## src/rtl/reduction_accumulator.sv

```systemverilog
// Frame-based bitwise reduction (AND/OR/XOR, optional invert) with saturating beat count,
// popcount and overflow flag; result held until the downstream handshake.
module reduction_accumulator #(
    parameter int unsigned WIDTH     = 4,
    parameter int unsigned MAX_BEATS = 16,
    localparam int unsigned CNT_W    = $clog2(MAX_BEATS + 1),
    localparam int unsigned POP_W    = $clog2(WIDTH * MAX_BEATS + 1)
) (
    input  logic             clk,
    input  logic             rst,
    input  logic             in_valid,
    output logic             in_ready,
    input  logic [WIDTH-1:0] in_data,
    input  logic             in_last,
    input  logic [2:0]       op,
    output logic             out_valid,
    input  logic             out_ready,
    output logic             out_result,
    output logic [CNT_W-1:0] out_count,
    output logic [POP_W-1:0] out_popcnt,
    output logic             out_ovf
);

    typedef enum logic [1:0] {StIdle, StAccum, StHold} state_e;

    state_e             state_q, state_d;
    logic [2:0]         op_q;
    logic               acc_q;
    logic [CNT_W-1:0]   count_q;
    logic [POP_W-1:0]   pop_q;
    logic               ovf_q;

    logic               accept;
    logic [1:0]         red_sel;
    logic               beat_red;
    logic [POP_W-1:0]   beat_pop;
    logic [POP_W:0]     pop_sum;
    logic [POP_W-1:0]   pop_sat;
    logic               fold;
    logic               at_max;

    function automatic logic reduce_beat(input logic [WIDTH-1:0] d, input logic [1:0] sel);
        case (sel)
            2'b00:   return &d;
            2'b01:   return |d;
            default: return ^d;
        endcase
    endfunction

    function automatic logic [POP_W-1:0] popcount(input logic [WIDTH-1:0] d);
        logic [POP_W-1:0] cnt;
        cnt = '0;
        for (int unsigned i = 0; i < WIDTH; i++) begin
            cnt = cnt + POP_W'(d[i]);
        end
        return cnt;
    endfunction

    assign accept   = in_valid && in_ready;
    // First beat of a frame uses the live op; later beats use the latched one.
    assign red_sel  = (state_q == StIdle) ? op[1:0] : op_q[1:0];
    assign beat_red = reduce_beat(in_data, red_sel);
    assign beat_pop = popcount(in_data);
    assign pop_sum  = {1'b0, pop_q} + {1'b0, beat_pop};
    assign pop_sat  = pop_sum[POP_W] ? {POP_W{1'b1}} : pop_sum[POP_W-1:0];
    assign at_max   = (count_q == CNT_W'(MAX_BEATS));

    always_comb begin
        case (op_q[1:0])
            2'b00:   fold = acc_q & beat_red;
            2'b01:   fold = acc_q | beat_red;
            default: fold = acc_q ^ beat_red;
        endcase
    end

    // State register
    always_ff @(posedge clk or posedge rst) begin
        if (rst) begin
            state_q <= StIdle;
        end else begin
            state_q <= state_d;
        end
    end

    // Next-state logic
    always_comb begin
        state_d = state_q;
        case (state_q)
            StIdle, StAccum: begin
                if (accept) begin
                    state_d = in_last ? StHold : StAccum;
                end
            end
            StHold: begin
                if (out_ready) begin
                    state_d = StIdle;
                end
            end
            default: state_d = StIdle;
        endcase
    end

    // Output logic
    always_comb begin
        in_ready   = (state_q != StHold);
        out_valid  = (state_q == StHold);
        out_result = acc_q ^ op_q[2];
        out_count  = count_q;
        out_popcnt = pop_q;
        out_ovf    = ovf_q;
    end

    // Datapath
    always_ff @(posedge clk or posedge rst) begin
        if (rst) begin
            op_q    <= 3'b000;
            acc_q   <= 1'b0;
            count_q <= '0;
            pop_q   <= '0;
            ovf_q   <= 1'b0;
        end else if (accept) begin
            if (state_q == StIdle) begin
                op_q    <= op;
                acc_q   <= beat_red;
                count_q <= CNT_W'(1);
                pop_q   <= beat_pop;
                ovf_q   <= 1'b0;
            end else begin
                acc_q <= fold;
                if (at_max) begin
                    ovf_q <= 1'b1;
                end else begin
                    count_q <= count_q + CNT_W'(1);
                    // Popcount only covers beats within the MAX_BEATS window.
                    if (!ovf_q) begin
                        pop_q <= pop_sat;
                    end
                end
            end
        end
    end

endmodule

```

## config.mk

```make
export PLATFORM = sky130hd
export DESIGN_NAME = reduction_accumulator
export DESIGN_NICKNAME = d
export VERILOG_FILES = /design/src/rtl/reduction_accumulator.sv
export SDC_FILE = /design/constraint.sdc
export NUM_CORES = 1
export LEC_CHECK = 0
export CAP_MARGIN = 20
export CORE_MARGIN = 5
export CORE_UTILIZATION = 50
export CTS_BUF_LIST = sky130_fd_sc_hd__clkbuf_8
export DETAILED_ROUTE_END_ITERATION = 10
export PLACE_DENSITY = 0.79
export SYNTH_ARGS = -nofsm -noshare
export SYNTH_HDL_FRONTEND = slang
export SYNTH_SLANG_ARGS = --single-unit
```

## constraint.sdc

```tcl
create_clock -name clk -period 2.75 [get_ports clk]
set_clock_uncertainty 0.1 [all_clocks]
set_input_delay 0.55 -clock clk [delete_from_list [all_inputs] [get_ports clk]]
set_output_delay 0.55 -clock clk [all_outputs]
set_load 0.01 [all_outputs]
```

* Word level (Yosys, flattened, before mapping)
Cells that the tools add are included.
Storage, ports and cells: word-level logic and storage cells 55, output and inout port bits 16, bits in registers 19
Cells by class: reductions and logical operators 14, bitwise gates (word level) 4, equal/unequal tests 10, mux-type cells 16, $add $sub $neg 5
Operators by type and width (number):
- $mux 7 | 4
- $mux 5 | 2
- $add 7x4->8 | 1
- $mux 2 | 4
- $reduce_and 2->1 | 4
- $eq 2x1->1 const B | 3
- $logic_not 2->1 | 3
- $ne 2x1->1 const B | 3
- $add 5x1->5 const B | 1
- $eq 5x5->1 const B | 1
- $add 3x1->4 | 1
- $ne 2x2->1 const B | 2
- $pmux 1 s2 | 2
- $pmux 2 s2 | 1
- $reduce_and 4->1 | 1
- $reduce_or 4->1 | 1
- $reduce_xor 4->1 | 1
- $add 2x1->3 | 1
- $mux 1 | 3
- $reduce_and 3->1 | 1
- $add 1x1->2 | 1
- $eq 2x2->1 const B | 1
- $reduce_bool 2->1 | 1
- $reduce_or 2->1 | 1
- 4 further kinds | 5

* Depth between registers and ports, before layout
Gate-level depths: netlist of the first run.
depth after elaboration 8, mapped depth 11

* Worst setup path after synthesis of the first run
Ideal clock, no wire load.
path kind input port to flip-flop, start input port in_data[0], end register pop_q[2], in the netlist out_popcnt[2], stages on the path 10, buffers on the path 0, arrival time 2.742 ns, slack -0.213 ns, library setup time 0.122 ns, cell sequence inv_1 > fa_1 > inv_1 > ha_1 > ha_1 > inv_1 > fa_1 > xnor2_1 > or3_1 > a32o_1
Between the ends: word-level cells in the longest chain between the ends 8
Ends and longest elaborated chain:
- from (decl) | line 13 | input logic [WIDTH-1:0] in_data,
- $add 1x1->2 (*) | line 54 | cnt = cnt + POP_W'(d[i]);
- $add 2x1->3 (*) | line 54
- $add 3x1->4 (*) | line 54
- $add 7x4->8 | line 64 | assign pop_sum = {1'b0, pop_q} + {1'b0, beat_pop};
- $mux 7 | line 65 | assign pop_sat = pop_sum[POP_W] ? {POP_W{1'b1}} : pop_sum[POP_W-1:0];
- $mux 7 | line 135 | if (!ovf_q) begin
- $mux 7 | line 130 | if (at_max) begin
- $mux 7 (*) | line 122 | if (state_q == StIdle) begin
- to (signal assigned) | line 126 | pop_q <= beat_pop;
- to (signal assigned) | line 136 | pop_q <= pop_sat;
- to (decl) | line 30 | logic [POP_W-1:0] pop_q;
Every way passes the cells marked *; elsewhere a longest branch is shown, timed or not. The select of a mux whose other input is x is not followed. A chain may end at the register's enable or synchronous reset.

* Worst setup path after layout of the first run
start input port in_data[3], end register pop_q[2], in the netlist out_popcnt[2]
Between the ends: word-level cells in the longest chain between the ends 6
Ends and longest elaborated chain (line):
- $add 3x1->4 (*) | 54
- $add 7x4->8 | 64
- $mux 7 | 65
- $mux 7 | 135
- $mux 7 | 130
- $mux 7 (*) | 122
Marks and branches as above.

==> impl_metrics.tcl, run 1 <==
set metrics [dict create \
    status "completed" \
    setup_violations 0 \
    grt.total_usage_pct 17.1 \
    numClockSinks 19 \
    vias 1220 \
    ys_seq_area_share_pct 35.0 \
    cp_top_family "adder cells" \
    crit_fanout 2 \
    rsz0062_at_grt "true" \
    critPathRequiredTime_ns 2.79 \
    port_buffers 27 \
    clock_path_buffers 2 \
    ant_nets 0 \
    crit_chain "buf_8, inv_4, fa_1, inv_2, ha_4, ha_4, inv_1, fa_2, xnor2_1, or3_1, a32o_1" \
    synthTopCellsByCount "dfrtp_1, inv_1, nand2_1" \
    slowest_stage "fa_1" \
    gr-total-overflow 0 \
    ys_types 44 \
    core_um2 2690 \
    fill_cells 203 \
    fin_crit_ns 2.71 \
    cts_buffers 3 \
    ir_drop_v 0.000529 \
    netlist_instances 148 \
    rows 19 \
    area_delta_synth_final_pct 37.7 \
    fin_nets 215 \
    crit_type "in -> reg" \
    worst_slew_pin_slew_ns 0.751 \
    num_io_pins 28 \
    start_kind "primary input" \
    finalSetupTns_ns 0 \
    power_uw 1250 \
    viasPerCell 5.60 \
    yosysTopAreaCell "dfrtp_1" \
    hp-class "reg -> reg" \
    grt_max_degree 20 \
    die_w_um 62.1 \
    final_cells 218 \
    place.gp.congestion 0.917 \
    antenna_found_initial 0 \
    postRouteWirelength_mm 3.22 \
    post-route-util_pct 69.6 \
    max_freq_mhz 369 \
    cts.clk_slew.worst_paths_ns 0.07 \
    maxSlewViolCount 0 \
    synthTopCellsByArea "dfrtp_1, ha_1, inv_1" \
    power_density_nw_per_um2 669 \
    synthesis.area_um2 1360 \
    finalCritPeriodShare_pct 98.6 \
    clk_latency_ns 0.25 \
    drc 0 \
    holdWs_ns 0.413 \
    hold_violations 0 \
    chipHeight_um 62.1 \
    dp_cells 211 \
    slew_headroom_pct 49.9 \
    grt_pass1_wl_mm 5.58 \
    multi_input_area_um2 858 \
    ys_async_sr_fraction_pct 100 \
    seq_area_um2 475 \
    syn_nets 175 \
    first_global_vias 1243 \
    insertedDiodeCount 0 \
    crit_top_cell "ha_4" \
    yosysMostFrequentCell "dfrtp_1" \
    cp_num_buf_inv 4 \
    syn_avg_cell_area_um2 9.18 \
    dieArea_um2 3860 \
    drtIter0Drc 47 \
    synthDominantCellAreaShare_pct 35.0 \
    timing.max_cap.violations 0 \
    yosysWarnings 0 \
    synth_edf_count 0 \
    cts_tree "done" \
    drive_above_1_share_pct 23.0 \
    arrival_ns 2.76 \
    synth-main-ff-cell "dfrtp_1" \
    cts_root_buf "clkbuf_8" \
    cts_max_level 1 \
    dp_hpwl_mm 2.48 \
    wire_per_inst_um 14.8 \
    firstDrtPassIters 4 \
    end_kind "flip-flop" \
    leakagePower_uw 0.000878 \
    synth-seq-cells 19 \
    cp_slowest_stage_delay_ns 0.54 \
    start_util_pct 50.6 \
]
==> final timing paths <==
path	start	end	slack (ns)	cells past startpoint
min	op_q[2]	op_q[2]	0.41	2
min in group asynchronous	rst	state_q[1]	0.63	2
min reg2reg	op_q[2]	op_q[2]	0.41	2
max	in_data[3]	out_popcnt[2]	0.04	11
max reg2reg	state_q[1]	acc_q	0.45	9
max in group asynchronous	rst	op_q[2]	1.45	2
==> flip-flops by register name (all words and copies together), names as in the netlist <==
signal,cells
acc_q,1
out_popcnt,7
op_q,3
out_count,5
state_q,2
out_ovf,1
==> worst reg2reg max path, stage by stage (launching register included) <==
cell and delay [ns]:
dfrtp_1 0.40, nor2_2 0.17, mux2i_1 0.29, mux2i_2 0.29, mux2_2 0.19, ha_1 0.13
nor2_1 0.04, a211o_1 0.27, a22oi_1 0.17, o311a_1 0.19
==> cell type report <==
cell class | count | share of cell area, %
inverters | 18 | 3.88
clock buffers | 3 | 2.21
repair buffers | 41 | 20.3
flip-flops and latches | 19 | 25.4
multi-input cells | 105 | 45.9
well taps | 31 | 2.07
clock inverters | 1 | 0.268
==> stage by stage <==
step | setup WS [ns] | area, um2
after floorplan | -0.0676 | 1420
after global placement | -0.625 | 1770
after detailed placement | -0.710 | 1770
after CTS | -0.0264 | 1840
after global routing | -0.0256 | 1870
final | 0.0385 | 1870
==> routing by layer <==
| layer | global-route usage [%] | vias up | wire [um] |
|---|---|---|---|
| li1 | - | 598 | - |
| met3 | 2.34 | 4 | 114 |
| met4 | 4.88 | 0 | 43 |
| met1 | 20.5 | 590 | 1450 |
| met5 | 0 | - | 0 |
| met2 | 31.2 | 28 | 1620 |
==> power by group <==
part	leakage [uW]	switching (uW)	total, uW	internal (uW)
sequential	0.000243	83.8	429	345
combinational	0.000610	287	629	343
clock	0.0000255	93.8	194	101
==> layout by cell type (no fill, tap or decap), types with 2 or more instances in the layout <==
cell / instances
inv_1: 13
nor2_1: 8
a31oi_1: 2
nand3_1: 5
and2_1: 2
ha_1: 9
nor3_1: 2
a22oi_1: 2
a32o_1: 2
o2bb2ai_1: 2
o21ai_0: 7
clkbuf_8: 3
nand2_1: 17
buf_4: 14
dfrtp_1: 19
xor2_1: 3
a21oi_2: 2
clkdlybuf4s50_1: 23
nand4_1: 4
a21oi_1: 2
inv_2: 3
mux2i_1: 4
inv_4: 2
ha_4: 4
==> kinds of logic after synthesis <==
logic type	after synthesis	share of synthesized area [%]
AO/OA/AOI/OAI	30	15.9
adder cells (fa/ha/maj)	15	14.9
XOR/XNOR	5	3.22
buffers and inverters	24	7.92
multiplexers	6	4.51
flip-flops	19	35.0
AND/OR/NAND/NOR	49	18.5
==> what timing repair did <==
item,in CTS,in global routing
gates resized for setup,20,6
pin swaps,6,2
setup endpoints to repair,7,4
hold buffers,0,0
buffers inserted,3,0
No activity file was read; power rests on OpenSTA's default activity.
==> inputs of run 2 (changes only) <==
Settings changed: ABC_AREA from default to 1, GPL_ROUTABILITY_DRIVEN from default to 0, RECOVER_POWER from default to 100.
==> run 2 against run 1 <==
Net effect: routed wire length grew 12%; count of clock-buffer cells in the layout did not move; design area decreased by 2.2%; non-clock buffer count decreased by 6; critical path depth rose by 3; die area increased by 2.1%; sequential share of layout area increased by 0.57 points; global-route usage up 3.4 points; synthesized cell count grew 21%; register-to-register slack improved by 0.07 ns; fmax rose by 2.3%; critical path type unchanged; critical endpoint is now out_popcnt[4]; largest cell class unchanged; largest power group unchanged.
==> impl_metrics.tcl, run 2 <==
set metrics [dict create \
    status "completed" \
    fin_nets 245 \
    setup_violations 0 \
    dieArea_um2 3940 \
    finalSetupTns_ns 0 \
    yosysTopAreaCell "dfrtp_1" \
    grt_max_degree 20 \
    vias 1358 \
    cp_top_family "adder cells" \
    power_uw 1210 \
    leakagePower_uw 0.000946 \
    cts_max_level 1 \
    synth-main-ff-cell "dfrtp_1" \
    max_freq_mhz 377 \
    cts_buffers 3 \
    synthAdderAreaFrac_pct 14.6 \
    ys_async_sr_fraction_pct 100 \
    largest_reg_flops 7 \
    synth_xor_area_share_pct 4.40 \
    pre_cts_ws_ns -0.649 \
    netlist_instances 179 \
    num_io_pins 28 \
    core_um2 2710 \
    grt_pass1_wl_mm 6.55 \
    crit_chain "clkbuf_2, inv_2, fa_1, inv_2, ha_4, ha_4, inv_2, fa_2, o21ai_4, nand2_2, xor2_1, nand2_1, nand2_1, nand2_1" \
    finalCritPeriodShare_pct 96.4 \
    ir_drop_v 0.000549 \
    crit_type "in -> reg" \
    gr-total-overflow 0 \
    yosysWarnings 0 \
    fin_crit_ns 2.65 \
    cp_num_buf_inv 4 \
    cts.clk_slew.worst_paths_ns 0.07 \
    post-route-util_pct 67.5 \
    dp_hpwl_mm 2.69 \
    critPathRequiredTime_ns 2.81 \
    synth_edf_count 0 \
    cts_tree "done" \
    worst_slew_pin_slew_ns 0.764 \
    crit_fanout 3 \
    fill_cells 237 \
    cp_slowest_stage_delay_ns 0.51 \
    fin_ws_ns 0.100 \
    synthDominantCellAreaShare_pct 34.1 \
    start_kind "primary input" \
    numClockSinks 19 \
    synth_top_family_by_area "simple AND/OR/NAND/NOR gates" \
    insertedDiodeCount 0 \
    syn_avg_cell_area_um2 7.78 \
    grt.total_usage_pct 20.5 \
    timing.max_cap.violations 0 \
    end_kind "flip-flop" \
    slew_headroom_pct 49.0 \
    mostFrequentLayoutCell "nand2_1" \
    synthesis.area_um2 1390 \
    chipHeight_um 62.8 \
    synthTopCellsByArea "dfrtp_1, ha_1, nand2_1" \
    yosysMostFrequentCell "nand2_1" \
    layout_common_cells "nand2_1, inv_1, dfrtp_1" \
    holdWs_ns 0.420 \
    firstDrtPassIters 4 \
    power_density_nw_per_um2 659 \
    synth_mux_area_share_pct 0 \
    first_global_vias 1468 \
    synth-simple-area-share_pct 28.1 \
    syn_nets 206 \
    antenna_found_initial 0 \
    drc 0 \
    synthTopCellsByCount "nand2_1, inv_1, dfrtp_1" \
    port_buffers 27 \
    clock_path_buffers 2 \
    area_delta_synth_final_pct 31.4 \
    hp-class "reg -> reg" \
    hold_violations 0 \
    maxSlewViolCount 0 \
    postRouteWirelength_mm 3.60 \
    die_w_um 62.8 \
    arrival_ns 2.71 \
    clk_latency_ns 0.26 \
    rsz0062_at_grt "false" \
    wire_per_inst_um 14.5 \
    ys_types 24 \
    slowest_stage "fa_1" \
    cts_root_buf "clkbuf_8" \
    start_util_pct 51.4 \
    synth-seq-cells 19 \
    viasPerCell 5.48 \
    rows 19 \
    ant_nets 0 \
    synth_compound_area_share_pct 9.88 \
    drtIter0Drc 60 \
    ys_seq_area_share_pct 34.1 \
    drive_above_1_share_pct 18.4 \
]
==> run 2: cell type report <==
cell class | count | area, um2 | share of cell area, %
repair buffers | 35 | 320 | 17.5
flip-flops and latches | 19 | 475 | 26.0
well taps | 31 | 38.8 | 2.12
clock inverters | 1 | 3.75 | 0.205
inverters | 31 | 116 | 6.36
multi-input cells | 128 | 833 | 45.6
clock buffers | 3 | 41.3 | 2.26
==> run 2: logic make-up after synthesis <==
logic type / after synthesis
flip-flops: 19
XOR/XNOR: 7
AND/OR/NAND/NOR: 83
buffers and inverters: 32
adder cells (fa/ha/maj): 15
AO/OA/AOI/OAI: 23
==> run 2: where the power goes <==
part           switching, uW  internal (uW)
Sequential              79.9            340
Clock                   98.0           99.6
Combinational            307            281
==> run 2: timing repair <==
item / CTS / global route
setup endpoints to repair: 7 / 7
resized for setup: 18 / 8
gates cloned: 0 / 0
hold buffers: 0 / 0
pin swaps: 4 / 6
setup buffers: 1 / 1
==> run 2: worst reg2reg max path, delay by kind of cell (launching register included) <==
family / cells / cell delay (ns)
and+or+nand+nor: 7 / 0.95
AOI/OAI and AO/OA: 3 / 0.41
DFF: 1 / 0.41
adders and majority gates: 1 / 0.16
buffers and inverters: 2 / 0.09
==> run 2: routing by layer <==
layer / up-vias / share of wire [%] / track usage [%] / wire length (um)
met5: - / 0 / 0 / 0
met3: 9 / 5.1 / 4.32 / 184
met4: 0 / 2.5 / 8.75 / 89
met2: 51 / 54 / 37.0 / 1940
li1: 644 / - / - / -
met1: 654 / 39 / 22.9 / 1390
==> run 2: stage by stage <==
| step | area (um2) | std cells |
|---|---|---|
| finish | 1830 | 248 |
| global route | 1830 | 248 |
| CTS | 1840 | 247 |
| detailed placement | 1750 | 242 |
| global placement | 1750 | 242 |
| floorplan | 1400 | 179 |
==> run 2: final timing paths <==
kind | startpoint | to | slack, ns | cells past startpoint
max | in_data[1] | out_popcnt[4] | 0.10 | 14
min | op_q[2] | op_q[2] | 0.42 | 2
max reg2reg | state_q[1] | acc_q | 0.52 | 13
min reg2reg | op_q[2] | op_q[2] | 0.42 | 2
max in group asynchronous | rst | out_count[0] | 1.31 | 2
min in group asynchronous | rst | out_popcnt[0] | 0.77 | 2
==> inputs of run 3 (changes only) <==
Settings changed: HOLD_SLACK_MARGIN from default to 0.15.
==> results of run 3 <==
Same layout as run 2: the final DEF is identical, and so are final timing and power.
